==> config.mk <==
export PLATFORM = sky130hd
export DESIGN_NAME = branch_resolve
export DESIGN_NICKNAME = d
export VERILOG_FILES = /design/src/rtl/branch_resolve.sv
export SDC_FILE = /design/constraint.sdc
export NUM_CORES = 1
export LEC_CHECK = 0
export ABC_CLOCK_PERIOD_IN_PS = 4300
export CAP_MARGIN = 25
export CORE_ASPECT_RATIO = 0.75
export CORE_MARGIN = 2
export CORE_UTILIZATION = 39
export CTS_CLUSTER_DIAMETER = 40
export DETAILED_ROUTE_END_ITERATION = 7
export PLACE_DENSITY = 0.95
export SYNTH_ARGS = -nofsm -noshare
export SYNTH_HDL_FRONTEND = slang
export SYNTH_SLANG_ARGS = --single-unit
==> constraint.sdc <==
create_clock -name clk -period 4.3 [get_ports clk]
set_clock_uncertainty 0.1 [all_clocks]
set_input_delay 0.86 -clock clk [delete_from_list [all_inputs] [get_ports clk]]
set_output_delay 0.86 -clock clk [all_outputs]
set_load 0.02 [all_outputs]
==> src/rtl/branch_resolve.sv <==
`default_nettype none
// ============================================================================
// Module      : branch_resolve
// Description : Branch resolution and squash stage. Evaluates the branch
//               condition against the DSP48E1 result (or the raw rs operand),
//               issues a one-cycle PC redirect on a taken branch, squashes the
//               younger in-flight instructions for FLUSH_DEPTH cycles, forwards
//               squash-gated write-back controls and keeps a saturating count
//               of taken branches.
// Ports       :
//   clk, rst                 clock, synchronous active-high reset
//   valid_i                  instruction at the inputs is valid
//   branchen_i               instruction is a branch/jump
//   branchtype_i[2:0]        condition code
//   branchtarget_i[15:0]     target PC
//   cmpsel_i                 1: compare alu_result_i, 0: compare rs_data_i
//   alu_result_i, rs_data_i  compare operands
//   rd_addr_i, regwrite_i, regwriteui_i, regwritehilo_i  write-back controls
//   pc_redirect_o            one-cycle redirect pulse
//   pc_target_o[15:0]        redirect target (held between redirects)
//   flush_o                  squash window active
//   rd_addr_o, regwrite_o, regwriteui_o, regwritehilo_o  registered write-back
//   taken_count_o[15:0]      saturating taken-branch count
// Revision    : 1.0 - initial release
// ============================================================================
module branch_resolve #(
    parameter int FLUSH_DEPTH = 3,
    parameter int DATA_WIDTH  = 32
) (
    input  logic                  clk,
    input  logic                  rst,
    input  logic                  valid_i,
    input  logic                  branchen_i,
    input  logic [2:0]            branchtype_i,
    input  logic [15:0]           branchtarget_i,
    input  logic                  cmpsel_i,
    input  logic [DATA_WIDTH-1:0] alu_result_i,
    input  logic [DATA_WIDTH-1:0] rs_data_i,
    input  logic [4:0]            rd_addr_i,
    input  logic                  regwrite_i,
    input  logic                  regwriteui_i,
    input  logic [1:0]            regwritehilo_i,
    output logic                  pc_redirect_o,
    output logic [15:0]           pc_target_o,
    output logic                  flush_o,
    output logic [4:0]            rd_addr_o,
    output logic                  regwrite_o,
    output logic                  regwriteui_o,
    output logic [1:0]            regwritehilo_o,
    output logic [15:0]           taken_count_o
);

    // ------------------------------------------------------------------
    // Constants
    // ------------------------------------------------------------------
    localparam logic [0:0]  S_IDLE      = 1'b0;
    localparam logic [0:0]  S_FLUSH     = 1'b1;

    localparam logic [2:0]  c_br_beq    = 3'b000;
    localparam logic [2:0]  c_br_bne    = 3'b001;
    localparam logic [2:0]  c_br_blez   = 3'b010;
    localparam logic [2:0]  c_br_bgtz   = 3'b011;
    localparam logic [2:0]  c_br_bltz   = 3'b100;
    localparam logic [2:0]  c_br_bgez   = 3'b101;
    localparam logic [2:0]  c_br_j      = 3'b110;

    localparam logic [3:0]  c_cnt_init  = 4'(FLUSH_DEPTH);
    localparam logic [15:0] c_count_max = 16'hFFFF;

    // ------------------------------------------------------------------
    // Registers
    // ------------------------------------------------------------------
    logic [0:0]  r_state;
    logic [3:0]  r_cnt;
    logic        r_pc_redirect;
    logic [15:0] r_pc_target;
    logic [15:0] r_taken_count;
    logic [4:0]  r_rd_addr;
    logic        r_regwrite;
    logic        r_regwriteui;
    logic [1:0]  r_regwritehilo;

    // ------------------------------------------------------------------
    // Combinational wires
    // ------------------------------------------------------------------
    logic [DATA_WIDTH-1:0] w_cmp_val;
    logic                  w_zero;
    logic                  w_neg;
    logic                  w_cond;
    logic                  w_squash;
    logic                  w_taken;
    logic                  w_wb_pass;

    logic [0:0]  w_state_nxt;
    logic [3:0]  w_cnt_nxt;
    logic        w_redirect_nxt;
    logic [15:0] w_target_nxt;
    logic [15:0] w_count_nxt;

    // ------------------------------------------------------------------
    // Branch condition evaluation
    // ------------------------------------------------------------------
    assign w_cmp_val = cmpsel_i ? alu_result_i : rs_data_i;
    assign w_zero    = (w_cmp_val == '0);
    assign w_neg     = w_cmp_val[DATA_WIDTH-1];

    always_comb begin
        w_cond = 1'b0;
        case (branchtype_i)
            c_br_beq:  w_cond = w_zero;
            c_br_bne:  w_cond = ~w_zero;
            c_br_blez: w_cond = w_neg | w_zero;
            c_br_bgtz: w_cond = ~w_neg & ~w_zero;
            c_br_bltz: w_cond = w_neg;
            c_br_bgez: w_cond = ~w_neg;
            c_br_j:    w_cond = 1'b1;
            default:   w_cond = 1'b0;   // reserved encoding is never taken
        endcase
    end

    // The squash comes from the registered state only, so the branch that
    // opens a window is itself never squashed.
    assign w_squash  = (r_state == S_FLUSH);
    assign w_taken   = valid_i & branchen_i & w_cond & ~w_squash;
    assign w_wb_pass = valid_i & ~w_squash;

    // ------------------------------------------------------------------
    // FSM: state register
    // ------------------------------------------------------------------
    always_ff @(posedge clk) begin
        if (rst) begin
            r_state <= S_IDLE;
            r_cnt   <= 4'd0;
        end else begin
            r_state <= w_state_nxt;
            r_cnt   <= w_cnt_nxt;
        end
    end

    // ------------------------------------------------------------------
    // FSM: next-state logic
    // ------------------------------------------------------------------
    always_comb begin
        w_state_nxt = r_state;
        w_cnt_nxt   = r_cnt;
        case (r_state)
            S_IDLE: begin
                if (w_taken) begin
                    w_state_nxt = S_FLUSH;
                    w_cnt_nxt   = c_cnt_init;
                end
            end
            S_FLUSH: begin
                w_cnt_nxt = r_cnt - 4'd1;
                // cnt==1 on entry to this edge means this is the last
                // squashed cycle of the window.
                if (r_cnt == 4'd1) begin
                    w_state_nxt = S_IDLE;
                end
            end
            default: begin
                w_state_nxt = S_IDLE;
                w_cnt_nxt   = 4'd0;
            end
        endcase
    end

    // ------------------------------------------------------------------
    // FSM: output logic (next values of the registered outputs)
    // ------------------------------------------------------------------
    always_comb begin
        w_redirect_nxt = 1'b0;
        w_target_nxt   = r_pc_target;
        w_count_nxt    = r_taken_count;
        if (w_taken) begin
            w_redirect_nxt = 1'b1;
            w_target_nxt   = branchtarget_i;
            if (r_taken_count != c_count_max) begin
                w_count_nxt = r_taken_count + 16'd1;
            end
        end
    end

    // ------------------------------------------------------------------
    // Output registers
    // ------------------------------------------------------------------
    always_ff @(posedge clk) begin
        if (rst) begin
            r_pc_redirect  <= 1'b0;
            r_pc_target    <= 16'd0;
            r_taken_count  <= 16'd0;
            r_rd_addr      <= 5'd0;
            r_regwrite     <= 1'b0;
            r_regwriteui   <= 1'b0;
            r_regwritehilo <= 2'b00;
        end else begin
            r_pc_redirect  <= w_redirect_nxt;
            r_pc_target    <= w_target_nxt;
            r_taken_count  <= w_count_nxt;
            r_rd_addr      <= rd_addr_i;
            r_regwrite     <= regwrite_i & w_wb_pass;
            r_regwriteui   <= regwriteui_i & w_wb_pass;
            r_regwritehilo <= regwritehilo_i & {2{w_wb_pass}};
        end
    end

    assign pc_redirect_o  = r_pc_redirect;
    assign pc_target_o    = r_pc_target;
    assign flush_o        = w_squash;
    assign taken_count_o  = r_taken_count;
    assign rd_addr_o      = r_rd_addr;
    assign regwrite_o     = r_regwrite;
    assign regwriteui_o   = r_regwriteui;
    assign regwritehilo_o = r_regwritehilo;

endmodule
`default_nettype wire

==> run_results.csv, run 1 <==
group,metric,value,unit
outcome,status,"finished with violations",
outcome,violations,"DRC",
synthesis,yosysTopAreaCell,"dfxtp_1",
pwr,ir_drop,0.179,mV
synthesis,ys.flop_type,"dfxtp_1",
pwr,leakagePower,1.31,nW
worst_setup_path,critical_path_arrival,3.70,ns
final_layout,nets,492,
synthesis,synthCells,258,
synthesis,synth-seq-cells,47,
placed_design,numPortBuffers,139,
pwr,p_int,0.000801,W
clock_network,clkSinkCount,47,
clock_network,cts_tree,"yes",
sta,rsz0062_at_grt,"no",
sta,finalCritPeriodShare,83.9,%
synthesis,yosysWarnings,0,
die,start_util,40.5,%
global_routing,gr-usage-all-layers,20.9,%
pwr,swShare,22.4,%
worst_setup_path,cp_max_fo,39,
clock_network,cts_root_buf,"clkbuf_8",
drt,drtPass1Iterations,7,
synthesis,syn_area_per_cell,8.40,um^2
synthesis,async_flop_share,0,%
synthesis,yosysSeqAreaShare,43.4,%
flow_run,maxCapViolations,0,
worst_setup_path,startpoint_type,"input port",
clock_network,postCtsResizedCells,0,
worst_setup_path,end_kind,"flip-flop",
drt,wl_met1,2900,um
sta,worst_slew_pin_slew,0.917,ns
sta,setup_viol_count_final,0,
drt,wl_met3,399,um
worst_setup_path,crit_type,"input port to flip-flop",
synthesis,syn_area,0.00217,mm^2
pwr,p_seq_share,44.5,%
clock_network,postCtsSetupBuffers,0,
die,rows,23,
min_path,hold_class,"flip-flop to flip-flop",
sta,fmax,277,MHz
die,core-area,0.00535,mm^2
die,die_y,68.6,um
drt,vias,2389,
final_layout,num_antenna_cells,0,
clock_network,insertion_delay,0.29,ns
synthesis,synth_edf_count,0,
drt,dr.max_layer_used,"met4",
final_layout,area_delta_synth_final,72.6,%
worst_setup_path,cp.required,4.39,ns
sta,final.min_clock_period,3.61,ns
synthesis,synth_area_leaders,"dfxtp_1 43%, nand2_1 6.6%, a21oi_1 6.5%",
clock_network,htree_levels,2,
drt,remaining_drc_errors,1,
synthesis,ys_top_cells_by_count,"47 x dfxtp_1, 38 x nand2_1, 28 x a21oi_1",
global_routing,grt_pass1_vias,2296,
sta,slew_viol_final,0,
clock_network,cts_buffers,5,
synthesis,synthDistinctLibCells,40,
global_routing,antenna_found_initial,0,
pwr,combPwrFrac,18.4,%
global_routing,grt_pass1_wl,10400,um
die,ioPinCount,140,
clock_network,clock_path_buffers,2,
global_routing,grt_max_degree,53,
die,die_area,0.00618,mm^2
pwr,clkPwrFrac,37.1,%
drt,drtIter0Drc,134,
synthesis,synth.top_cell.area_share,43.4,%
global_routing,grt_remaining_overflow,0,
drt,wl_met2,3320,um
synthesis,synth.most_common_cell,"dfxtp_1",
sta,timing.final.hold_violations,0,
drt,wl_per_cell,14.2,um
drt,wirelength,6660,um
placed_design,dpl_worst_slack,0.378,ns
sta,fin_ws,0.693,ns
drt,ant_nets,0,
pwr,p_switching,0.000231,W
final_layout,layout-drive-gt1-share,5.85,%
placed_design,dpl.hpwl,5160,um
synthesis,synth_nets,358,
placed_design,gp_congestion,0.846,
die,die_w,90.1,um
clock_network,cts_hold_buf,0,
sta,slew_headroom,38.8,%
drt,vias_per_cell,5.10,
clock_network,clkTransAtPathRegs,0.09,ns
pwr,pwr_density_cell,276,mW/mm^2
sta,fin_tns_setup,0,ns
[worst max-delay path, stage by stage]
cell and delay [ns]:
clkdlybuf4s50_1 0.59, mux2_4 0.34, maj3_2 0.32, mux2_4 0.30
nand2b_4 0.15, mux2_4 0.42, nor4_1 0.35, mux2_2 0.37
[final timing paths]
kind / from / to / slack, ns / cells past startpoint
setup / recovery: cmpsel_i / taken_count_o[8]$_SDFFE_PP0P_ / 0.69 / 8
hold / removal: pc_target_o[14]$_SDFFE_PP0P_ / pc_target_o[14]$_SDFFE_PP0P_ / 0.35 / 2
setup reg to reg: taken_count_o[3]$_SDFFE_PP0P_ / taken_count_o[9]$_SDFFE_PP0P_ / 1.61 / 7
hold reg to reg: pc_target_o[14]$_SDFFE_PP0P_ / pc_target_o[14]$_SDFFE_PP0P_ / 0.35 / 2
[cell families after synthesis]
kind of cell | share of synthesized area [%]
flip-flops | 43.4
buffers and inverters | 3.69
XOR/XNOR | 0.404
multiplexers | 6.12
adder cells (fa/ha/maj) | 2.25
AO/OA/AOI/OAI | 11.8
AND/OR/NAND/NOR | 32.4
[state kept, by name (all words and copies together) (netlist names)]
register	count
regwritehilo_o	2
regwriteui_o	1
pc_target_o	16
regwrite_o	1
pc_redirect_o	1
taken_count_o	16
r_cnt	4
flush_o	1
rd_addr_o	5
[through the flow]
| stage | power [W] | cell area [um^2] | instances | hold WS, ns | utilization (%) |
|---|---|---|---|---|---|
| 2_1_floorplan | 0.000534 | 2170 | 258 | 0.375 | - |
| 3_5_place_dp | 0.000659 | 3610 | 460 | 0.345 | 67.4 |
| 5_1_grt | 0.00107 | 3740 | 468 | 0.379 | 69.9 |
| 6_report | 0.00103 | 3740 | 468 | 0.352 | 69.9 |
| 3_3_place_gp | 0.000654 | 3610 | 460 | 0.337 | 67.4 |
| 4_1_cts | 0.00104 | 3740 | 468 | 0.357 | 69.9 |
[cells in the final DEF, fill, tap and decap left out, types with 2 or more instances in the layout]
master,synthesis,layout
inv_1,5,5
and3_1,5,5
nor2b_1,12,12
nor2_1,14,14
o21ai_0,6,6
clkbuf_8,0,5
or4_1,4,4
o31ai_1,3,3
mux2_4,3,3
buf_4,0,2
nand2_1,38,38
ha_1,3,3
mux2_2,6,6
nand3_1,10,10
nor4_1,15,15
nor3b_1,3,3
nor3_1,4,4
or3_1,6,6
a21oi_1,28,28
nand4_1,7,7
bufinv_16,0,2
clkdlybuf4s50_1,0,138
nor4b_1,4,4
and2_1,4,4
dfxtp_1,47,47
nand2b_1,2,2
[final cells by class]
cell class                      count  area [um^2]
Clock buffer                        5         68.8
Clock inverter                      3         67.6
Fill cell                         453         1610
Inverter                            5         18.8
Multi-Input combinational cell    192         1150
Sequential cell                    47          941
Tap cell                           75         93.8
Timing Repair Buffer              141         1400
[power groups by stage]
stage          Clock, W  Combinational (W)  Sequential (W)
6_report       0.000383           0.000190        0.000460
5_1_grt        0.000407           0.000204        0.000462
4_1_cts        0.000387           0.000190        0.000460
3_5_place_dp          0           0.000189        0.000470
3_3_place_gp          0           0.000185        0.000469
2_1_floorplan         0          0.0000509        0.000483
[layer usage]
layer | global-route usage, % | vias to the layer above
li1 | - | 1190
met1 | 25.0 | 1119
met2 | 38.3 | 73
met3 | 5.43 | 7
met4 | 5.96 | 0
met5 | 0 | -
(Power assumes the default switching activity.)
==> run 2: changes to the inputs <==
==> config.mk (replaced) <==
export PLATFORM = sky130hd
export DESIGN_NAME = branch_resolve
export DESIGN_NICKNAME = d
export VERILOG_FILES = /design/src/rtl/branch_resolve.sv
export SDC_FILE = /design/constraint.sdc
export NUM_CORES = 1
export LEC_CHECK = 0
export ABC_CLOCK_PERIOD_IN_PS = 3000
export CAP_MARGIN = 25
export CORE_ASPECT_RATIO = 0.75
export CORE_MARGIN = 2
export CORE_UTILIZATION = 33
export CTS_CLUSTER_DIAMETER = 40
export DETAILED_ROUTE_END_ITERATION = 7
export PLACE_DENSITY = 0.86
export SYNTH_ARGS = -nofsm -noshare
export SYNTH_HDL_FRONTEND = slang
export SYNTH_SLANG_ARGS = --single-unit
==> constraint.sdc (replaced) <==
create_clock -name clk -period 3 [get_ports clk]
set_clock_uncertainty 0.1 [all_clocks]
set_input_delay 0.6 -clock clk [delete_from_list [all_inputs] [get_ports clk]]
set_output_delay 0.6 -clock clk [all_outputs]
set_load 0.02 [all_outputs]
==> run_results.csv, run 2 (same netlist as run 1, synthesis figures left out) <==
group,metric,value,unit
outcome,status,"completed",
worst_setup_path,timing.critical_path.buf_inv,1,
drt,drtIter0Drc,141,
sta,fmax,340,MHz
pwr,pwr_density_cell,339,mW/mm^2
worst_setup_path,r2r_cells,7,
min_path,hold_class,"flip-flop to flip-flop",
worst_setup_path,cp_slowest_stage_delay,0.42,ns
worst_setup_path,startpoint_type,"input port",
final_layout,area_delta_synth_final,78.5,%
drt,wirelength,7040,um
worst_setup_path,r2r_end,"taken_count_o[8]$_SDFFE_PP0P_",
sta,fin_ws,0.0554,ns
drt,vias_per_cell,4.96,
die,ioPinCount,140,
drt,vias,2408,
worst_setup_path,r2r_start,"taken_count_o[3]$_SDFFE_PP0P_",
global_routing,grt_remaining_overflow,0,
worst_setup_path,cpLargestDelayFamily,"multiplexers",
worst_setup_path,cp.required,3.09,ns
placed_design,dpl_worst_slack,-0.501,ns
global_routing,grt_max_degree,39,
die,rows,25,
pwr,leakagePower,1.39,nW
clock_network,cts_buffers,5,
die,core-area,0.00632,mm^2
sta,worst_slew_pin_slew,0.650,ns
drt,drtPass1Iterations,4,
worst_setup_path,crit_type,"input port to flip-flop",
sta,slew_headroom,56.7,%
clock_network,cts_hold_buf,0,
sta,setup_viol_count_final,0,
final_layout,num_antenna_cells,0,
flow_run,maxCapViolations,0,
clock_network,htree_levels,2,
die,start_util,34.3,%
final_layout,nets,503,
sta,finalCritPeriodShare,98.2,%
final_layout,mostFrequentLayoutCells,"136 x clkdlybuf4s50_1, 47 x dfxtp_1, 38 x nand2_1, 27 x a21oi_1, 14 x nor2_1",
global_routing,antenna_found_initial,0,
clock_network,clkTransAtPathRegs,0.09,ns
min_path,holdPathEnd,"pc_target_o[10]$_SDFFE_PP0P_",
clock_network,cts_tree,"yes",
worst_setup_path,critical_path_arrival,3.03,ns
clock_network,clock_path_buffers,2,
placed_design,numPortBuffers,139,
min_path,min_delay_path_depth,2,
global_routing,grt_pass1_vias,2321,
sta,final.min_clock_period,2.94,ns
placed_design,gp_congestion,0.775,
min_path,worstHoldStart,"pc_target_o[10]$_SDFFE_PP0P_",
die,die_area,0.00724,mm^2
worst_setup_path,r2r_setup_slack,0.27,ns
worst_setup_path,end_kind,"flip-flop",
worst_setup_path,cpMostUsedCell,"mux2_4",
final_layout,final_common_cell,"clkdlybuf4s50_1",
clock_network,clkSinkCount,47,
global_routing,grt_pass1_wl,11100,um
drt,wl_per_cell,14.5,um
sta,slew_viol_final,0,
drt,ant_nets,0,
die,die_w,97.6,um
placed_design,dpl.hpwl,5440,um
final_layout,post-route-util,61.2,%
worst_setup_path,crit_chain,"clkdlybuf4s50_1, mux2_4, maj3_2, mux2_4, nand2b_4, mux2_4, nor4_4, mux2_4",
global_routing,gr-usage-all-layers,18.9,%
sta,timing.final.hold_violations,0,
die,die_y,74.2,um
sta,rsz0062_at_grt,"no",
drt,remaining_drc_errors,0,
worst_setup_path,cp_max_fo,6,
final_layout,layout-drive-gt1-share,9.65,%
clock_network,insertion_delay,0.29,ns
worst_setup_path,slowest_stage,"clkdlybuf4s50_1",
pwr,ir_drop,0.222,mV
clock_network,cts_root_buf,"clkbuf_8",
## run 2: cell count changes in the layout (fill, tap and decap cells not counted), moves of 2 or more
cell	delta
nor4_1	-5
clkdlybuf4s50_1	-2
clkbuf_1	+2
bufinv_16	-2
mux2_4	+2
buf_4	+8
nor4_2	+4
## run 2: how the worst max path moves through the flow
stage / endpoint / startpoint / depth (start not counted)
after floorplan: taken_count_o[8]$_SDFFE_PP0P_ / cmpsel_i / 8
after global placement: taken_count_o[0]$_SDFFE_PP0P_ / cmpsel_i / 9
after detailed placement: taken_count_o[8]$_SDFFE_PP0P_ / cmpsel_i / 9
after CTS: taken_count_o[8]$_SDFFE_PP0P_ / rs_data_i[31] / 8
after global routing: taken_count_o[15]$_SDFFE_PP0P_ / cmpsel_i / 9
final: taken_count_o[8]$_SDFFE_PP0P_ / alu_result_i[31] / 8
## run 2: layer usage
layer / vias to the layer above / GRT usage [%] / share of wire, %
met5: - / 0 / 0
met4: 0 / 4.63 / 1.2
met3: 11 / 3.85 / 4.2
met2: 62 / 34.3 / 51
met1: 1120 / 23.5 / 44
li1: 1215 / - / -
## run 2: worst register-to-register path: cells and delay by family (launching register included)
family | cells | cell delay (ns)
AND/OR/NAND/NOR | 5 | 1.54
flip-flops | 1 | 0.41
multiplexers | 1 | 0.30
buffers and inverters | 1 | 0.27
## run 2: what timing repair did
action,CTS,global route
resized for setup,6,9
buffers inserted,0,1
endpoints found under the setup margin,13,26
pin swaps,0,1
cloned,1,1
## run 2: power by group
part / total (W) / internal, W / switching [W] / leakage, nW
combinational: 0.000289 / 0.000183 / 0.000105 / 0.967
sequential: 0.000659 / 0.000645 / 0.0000133 / 0.382
clock: 0.000363 / 0.000164 / 0.000199 / 0.0422
## run 2: final cells by class
type,instances,area (um^2)
multi-input cells,193,1220
fillers,543,2450
well taps,81,101
inverters,5,18.8
flip-flops and latches,47,941
clock buffers,7,76.3
repair buffers,151,1510
clock inverters,1,5.00
## run 2: per-stage QoR
stage	setup TNS, ns	hold slack, ns	power, W	cell area [um^2]	cells
detailed placement	-10.71	0.350	0.000950	3670	474
finish	0	0.354	0.00131	3870	485
global route	0	0.379	0.00137	3870	485
CTS	0	0.361	0.00131	3800	483
global placement	-7.94	0.345	0.000944	3670	474
floorplan	0	0.375	0.000766	2170	258
==> RTL edit 1: new RTL, config.mk and constraints of run 2 <==
`r_rd_addr` no longer has a reset.
--- a/src/rtl/branch_resolve.sv
+++ b/src/rtl/branch_resolve.sv
@@ -189,7 +189,6 @@
             r_pc_redirect  <= 1'b0;
             r_pc_target    <= 16'd0;
             r_taken_count  <= 16'd0;
-            r_rd_addr      <= 5'd0;
             r_regwrite     <= 1'b0;
             r_regwriteui   <= 1'b0;
             r_regwritehilo <= 2'b00;
@@ -197,11 +196,14 @@
             r_pc_redirect  <= w_redirect_nxt;
             r_pc_target    <= w_target_nxt;
             r_taken_count  <= w_count_nxt;
-            r_rd_addr      <= rd_addr_i;
             r_regwrite     <= regwrite_i & w_wb_pass;
             r_regwriteui   <= regwriteui_i & w_wb_pass;
             r_regwritehilo <= regwritehilo_i & {2{w_wb_pass}};
         end
+    end
+
+    always_ff @(posedge clk) begin
+        r_rd_addr <= rd_addr_i;
     end
 
     assign pc_redirect_o  = r_pc_redirect;
Formal check against the unedited RTL: not equivalent (Yosys sat finds a counterexample within 4 cycles, from zero or initial values and one cycle with rst high).
==> RTL edit 1 against run 2 <==
Sequential cell count is the same. Synthesized cell count decreased by 1.6%. Routed wire length is 5.9% lower. Setup slack better by 50 ps. Combinational power down 2%. Register-to-register slack better by 380 ps. Maximum frequency up 1.7%. Non-clock buffer count fell by 1. Cell area about the same. Critical path depth is the same. Sequential share of layout area is essentially flat. Total power increased by 2.5%. Synthesized area fell by 0.46%. Critical endpoint is now taken_count_o[7]. Highest routed layer unchanged.
==> RTL edit 1: results (changes against run 2) <==
status complete, no violations; Lkg Pwr 1.39 nW (-0.19%); clk_lat worst skew 290 ps (about the same); largest net degree at the start of global routing 40 (+2.6%); dpl ws -556 ps (-54.8 ps); reg2reg end taken_count_o[7]; Placed Instances 473 (-0.21%); critical path's largest stage delay 440 ps (+20 ps); r2r setup slk 650 ps (+380 ps); worst vdd ir 0.000216 V (-2.5%); most common library cells after synthesis 47 x dfxtp_1, 39 x nand2_1, 22 x a21oi_1, 21 x nor2_1, 15 x nor4_1; ranking of synthesized cells by area dfxtp_1 44%, nand2_1 6.8%, a21oi_1 5.1%; DP Area 0.00367 mm^2 (-0.10%); Hold WS 356 ps (+1.91 ps); hold endpoint pc_target_o[5]; met2 GRT Util 0.341 (-0.00230); WL met3 439 um (+48%); syn nets 354 (-1.1%); hpwl dp 5210 um (-4.2%); first-pass GRT wire length 10400 um (-5.7%); routed length on met1 2590 um (-16%); layout cells sized above 1 0.109 (+0.0129); CP delay by family, top multiplexers; CP arrival 2990 ps (-40 ps); final core utilization 0.613 (about the same); Rel. slew slack 0.565 (-0.00188); Total GRT Usage 0.176 (-0.0129); fin cells 483 (-0.41%); Post-Route WL 6630 um (-5.9%); metal2 WL 3540 um (-0.81%); met1 GRT Util 0.205 (-0.0300); final estimated routing congestion in global placement 0.792 (+2.1%); FILL cells 562 (+3.5%); met3 Track Usage GR 0.0357 (-0.00282); Vias per Instance 5.04 (+1.5%); sequential element share of the synthesized area 0.436 (+0.00201); CTS Buffer Depth 2 (unchanged); synthesized instance count 254 (-1.6%); Hold Startpoint pc_target_o[5]; number of global-route vias before repair 2284 (-1.6%); Nets 501 (-0.40%)
RTL edit 1: cell count changes after synthesis, sizes merged, moves of 3 or more:
cell / delta
clkbuf: -3
nand4: +5
a21oi: -6
mux2: +3
o31ai: -3
nor2: +7
or4: -3
RTL edit 1: worst max-delay path by stage:
stage	end	depth (start not counted)	slack [ps]	start
after floorplan	taken_count_o[8]	8	320	cmpsel_i
after global placement	taken_count_o[7]	9	-350	cmpsel_i
after detailed placement	taken_count_o[5]	9	-560	cmpsel_i
after CTS	taken_count_o[7]	8	10	cmpsel_i
after global routing	taken_count_o[6]	9	60	rs_data_i[31]
final	taken_count_o[7]	8	110	rs_data_i[31]
RTL edit 1: kinds of logic (layout without fill, tap and decap cells):
kind of cell	after synthesis	after routing	share of synthesized area
simple gates	136	136	0.330
flops	47	47	0.436
compound gates	37	37	0.0980
buf+inv	15	162	0.0307
mux	14	15	0.0788
fa+ha+maj	4	4	0.0226
xor+xnor	1	1	0.00406
RTL edit 1: worst register-to-register path: cells and delay by family, from the launching register on:
family / cells / cell delay (ps)
and+or+nand+nor: 5 / 1190
muxes: 1 / 270
buffers and inverters: 1 / 210
DFF: 1 / 480
RTL edit 1: what timing repair did:
item | CTS | global route
gates resized for setup | 6 | 8
buffers inserted | 1 | 0
endpoints found under the setup margin | 20 | 14
pin swaps | 1 | 3
gates cloned | 1 | 0
RTL edit 1: cell type report:
cell class	count	area share
repair buffers	150	0.380
multi-input cells	193	0.322
flip-flops and latches	47	0.243
well taps	81	0.0262
clock buffers	5	0.0178
clock inverters	3	0.00711
inverters	4	0.00388
RTL edit 1: power by group:
group	switching [mW]	internal (mW)	total (mW)
clock	0.227	0.173	0.400
combinational	0.105	0.178	0.283
sequential	0.0137	0.646	0.659
==> RTL edit 2: new RTL, flow settings as in run 2 <==
Without the edit above. Set the parameter `DATA_WIDTH` to 28 (it was 32).
--- a/src/rtl/branch_resolve.sv
+++ b/src/rtl/branch_resolve.sv
@@ -25,7 +25,7 @@
 // ============================================================================
 module branch_resolve #(
     parameter int FLUSH_DEPTH = 3,
-    parameter int DATA_WIDTH  = 32
+    parameter int DATA_WIDTH  = 28
 ) (
     input  logic                  clk,
     input  logic                  rst,
Ports: changed (resized alu_result_i and rs_data_i); port bits go from 140 to 132. No check against the original RTL was run, so the function may have changed too.
==> RTL edit 2 against run 2 <==
Combinational power rose by 3%. Synthesized area rose by 0.81%. Sequential cell count did not move. Routed wire length fell by 3.0%. Critical path depth rose by 3. Clock power rose by 3%. Count of clock-buffer cells in the layout fell by 1. Cell area fell by 0.42%. Total power rose by 1.9%. Setup slack improved by 75 ps. Critical path type unchanged. Largest cell class unchanged.
==> RTL edit 2: results (changes against run 2) <==
CTS Buf Count 5 (unchanged); final estimated routing congestion in global placement 0.806 (+3.9%); Yosys cell types 44 (+10%); Synth Warn # 0 (unchanged); largest net degree at the start of global routing 27 (-31%); cts repair resizes 2 (-4); Detailed Route Iter0 Violations 70 (-50%); most common library cells after synthesis 47 x dfxtp_1, 31 x nand2_1, 25 x a21oi_1, 12 x nor4_1, 9 x clkbuf_1; main flop type after synthesis dfxtp_1; status complete, no violations; clk_lat worst skew about 300 ps; layout cells sized above 1 0.130 (+0.0339); Antenna Cells 0 (unchanged); Max Fanout on Critical Path 6 (unchanged); FFs w/ async S/R, synth 0 (unchanged); CP arrival 3000 ps (-30 ps); IO buf count 131 (-5.8%); first-pass GRT wire length 11100 um (+0.19%); Root Buffer clkbuf_8; dpl ws -407 ps (+94.1 ps); post-CTS setup buffers 0 (unchanged); Lkg Pwr 1.49 nW (+7.2%); syn nets 336 (-6.1%); number of global-route vias before repair 2394 (+3.1%); hpwl dp 5250 um (-3.5%); Vias per Instance 5.05 (+1.6%); worst vdd ir 0.000229 V (+3.0%); WL/cell 14.5 um (-0.28%); CP delay by family, top simple AND/OR/NAND/NOR gates; CTS H-tree depth 2 (unchanged); CTS Buffer Depth 2 (unchanged); Rel. slew slack 0.528 (-0.0392); Nets 482 (-4.2%); initial antenna violation count 0 (unchanged); Worst Hold Class register to register; Reg2Reg Launch Point taken_count_o[3]; Initial DRT Pass Iterations 4 (unchanged); Total GRT Usage 0.189 (-0.000307); Worst-path clk slew 90 ps (about the same); ranking of synthesized cells by area dfxtp_1 43%, a21oi_1 5.7%, nand2_1 5.3%; Hold Startpoint pc_target_o[12]; critical path's largest stage delay 530 ps (+110 ps); Slowest cell on crit path or4_4; CP Launch Point cmpsel_i; sequential element share of the synthesized area 0.430 (-0.00348)
## RTL edit 2: kinds of logic after synthesis
logic type      count (synthesis)  synth area share
compound gates                 59             0.184
xor+xnor                        2           0.00802
fa+ha+maj                       4            0.0218
buf+inv                        18            0.0435
flops                          47             0.430
mux                            10            0.0487
simple gates                  104             0.263
## RTL edit 2: cell type report
| cell class | instances | area (um^2) |
|---|---|---|
| Fill cell | 542 | 2500 |
| Timing Repair Buffer | 152 | 1520 |
| Multi-Input combinational cell | 179 | 1180 |
| Sequential cell | 47 | 941 |
| Tap cell | 81 | 101 |
| Clock buffer | 6 | 72.6 |
| Inverter | 5 | 18.8 |
| Clock inverter | 2 | 12.5 |
## RTL edit 2: where the power goes
part	internal [mW]	switching [mW]
Clock	0.163	0.212
Sequential	0.647	0.0157
Combinational	0.184	0.113
Total	0.995	0.340
## RTL edit 2: worst paths after layout
path / to / slack (ps) / depth (start not counted)
min: pc_target_o[12] / 360 / 2
max: taken_count_o[2] / 130 / 11
min reg2reg: pc_target_o[12] / 360 / 2
max reg2reg: taken_count_o[1] / 420 / 10
## RTL edit 2: worst min-delay path: cells and delay by family, from the launching register on
kind | cells | cell delay [ps]
DFF | 1 | 320
and+or+nand+nor | 1 | 50
muxes | 1 | 50
## RTL edit 2: layer usage
layer	part of all wire	global-route usage
met3	0.065	0.0695
met1	0.44	0.223
met5	0	0
met4	0.013	0.0463
met2	0.49	0.332
## RTL edit 2: metrics by stage
step | util | instance area (um^2) | instances
finish | 0.607 | 3850 | 472
global route | 0.607 | 3850 | 472
CTS | 0.589 | 3740 | 467
detailed placement | 0.576 | 3650 | 459
global placement | 0.576 | 3650 | 459
floorplan | - | 2190 | 244
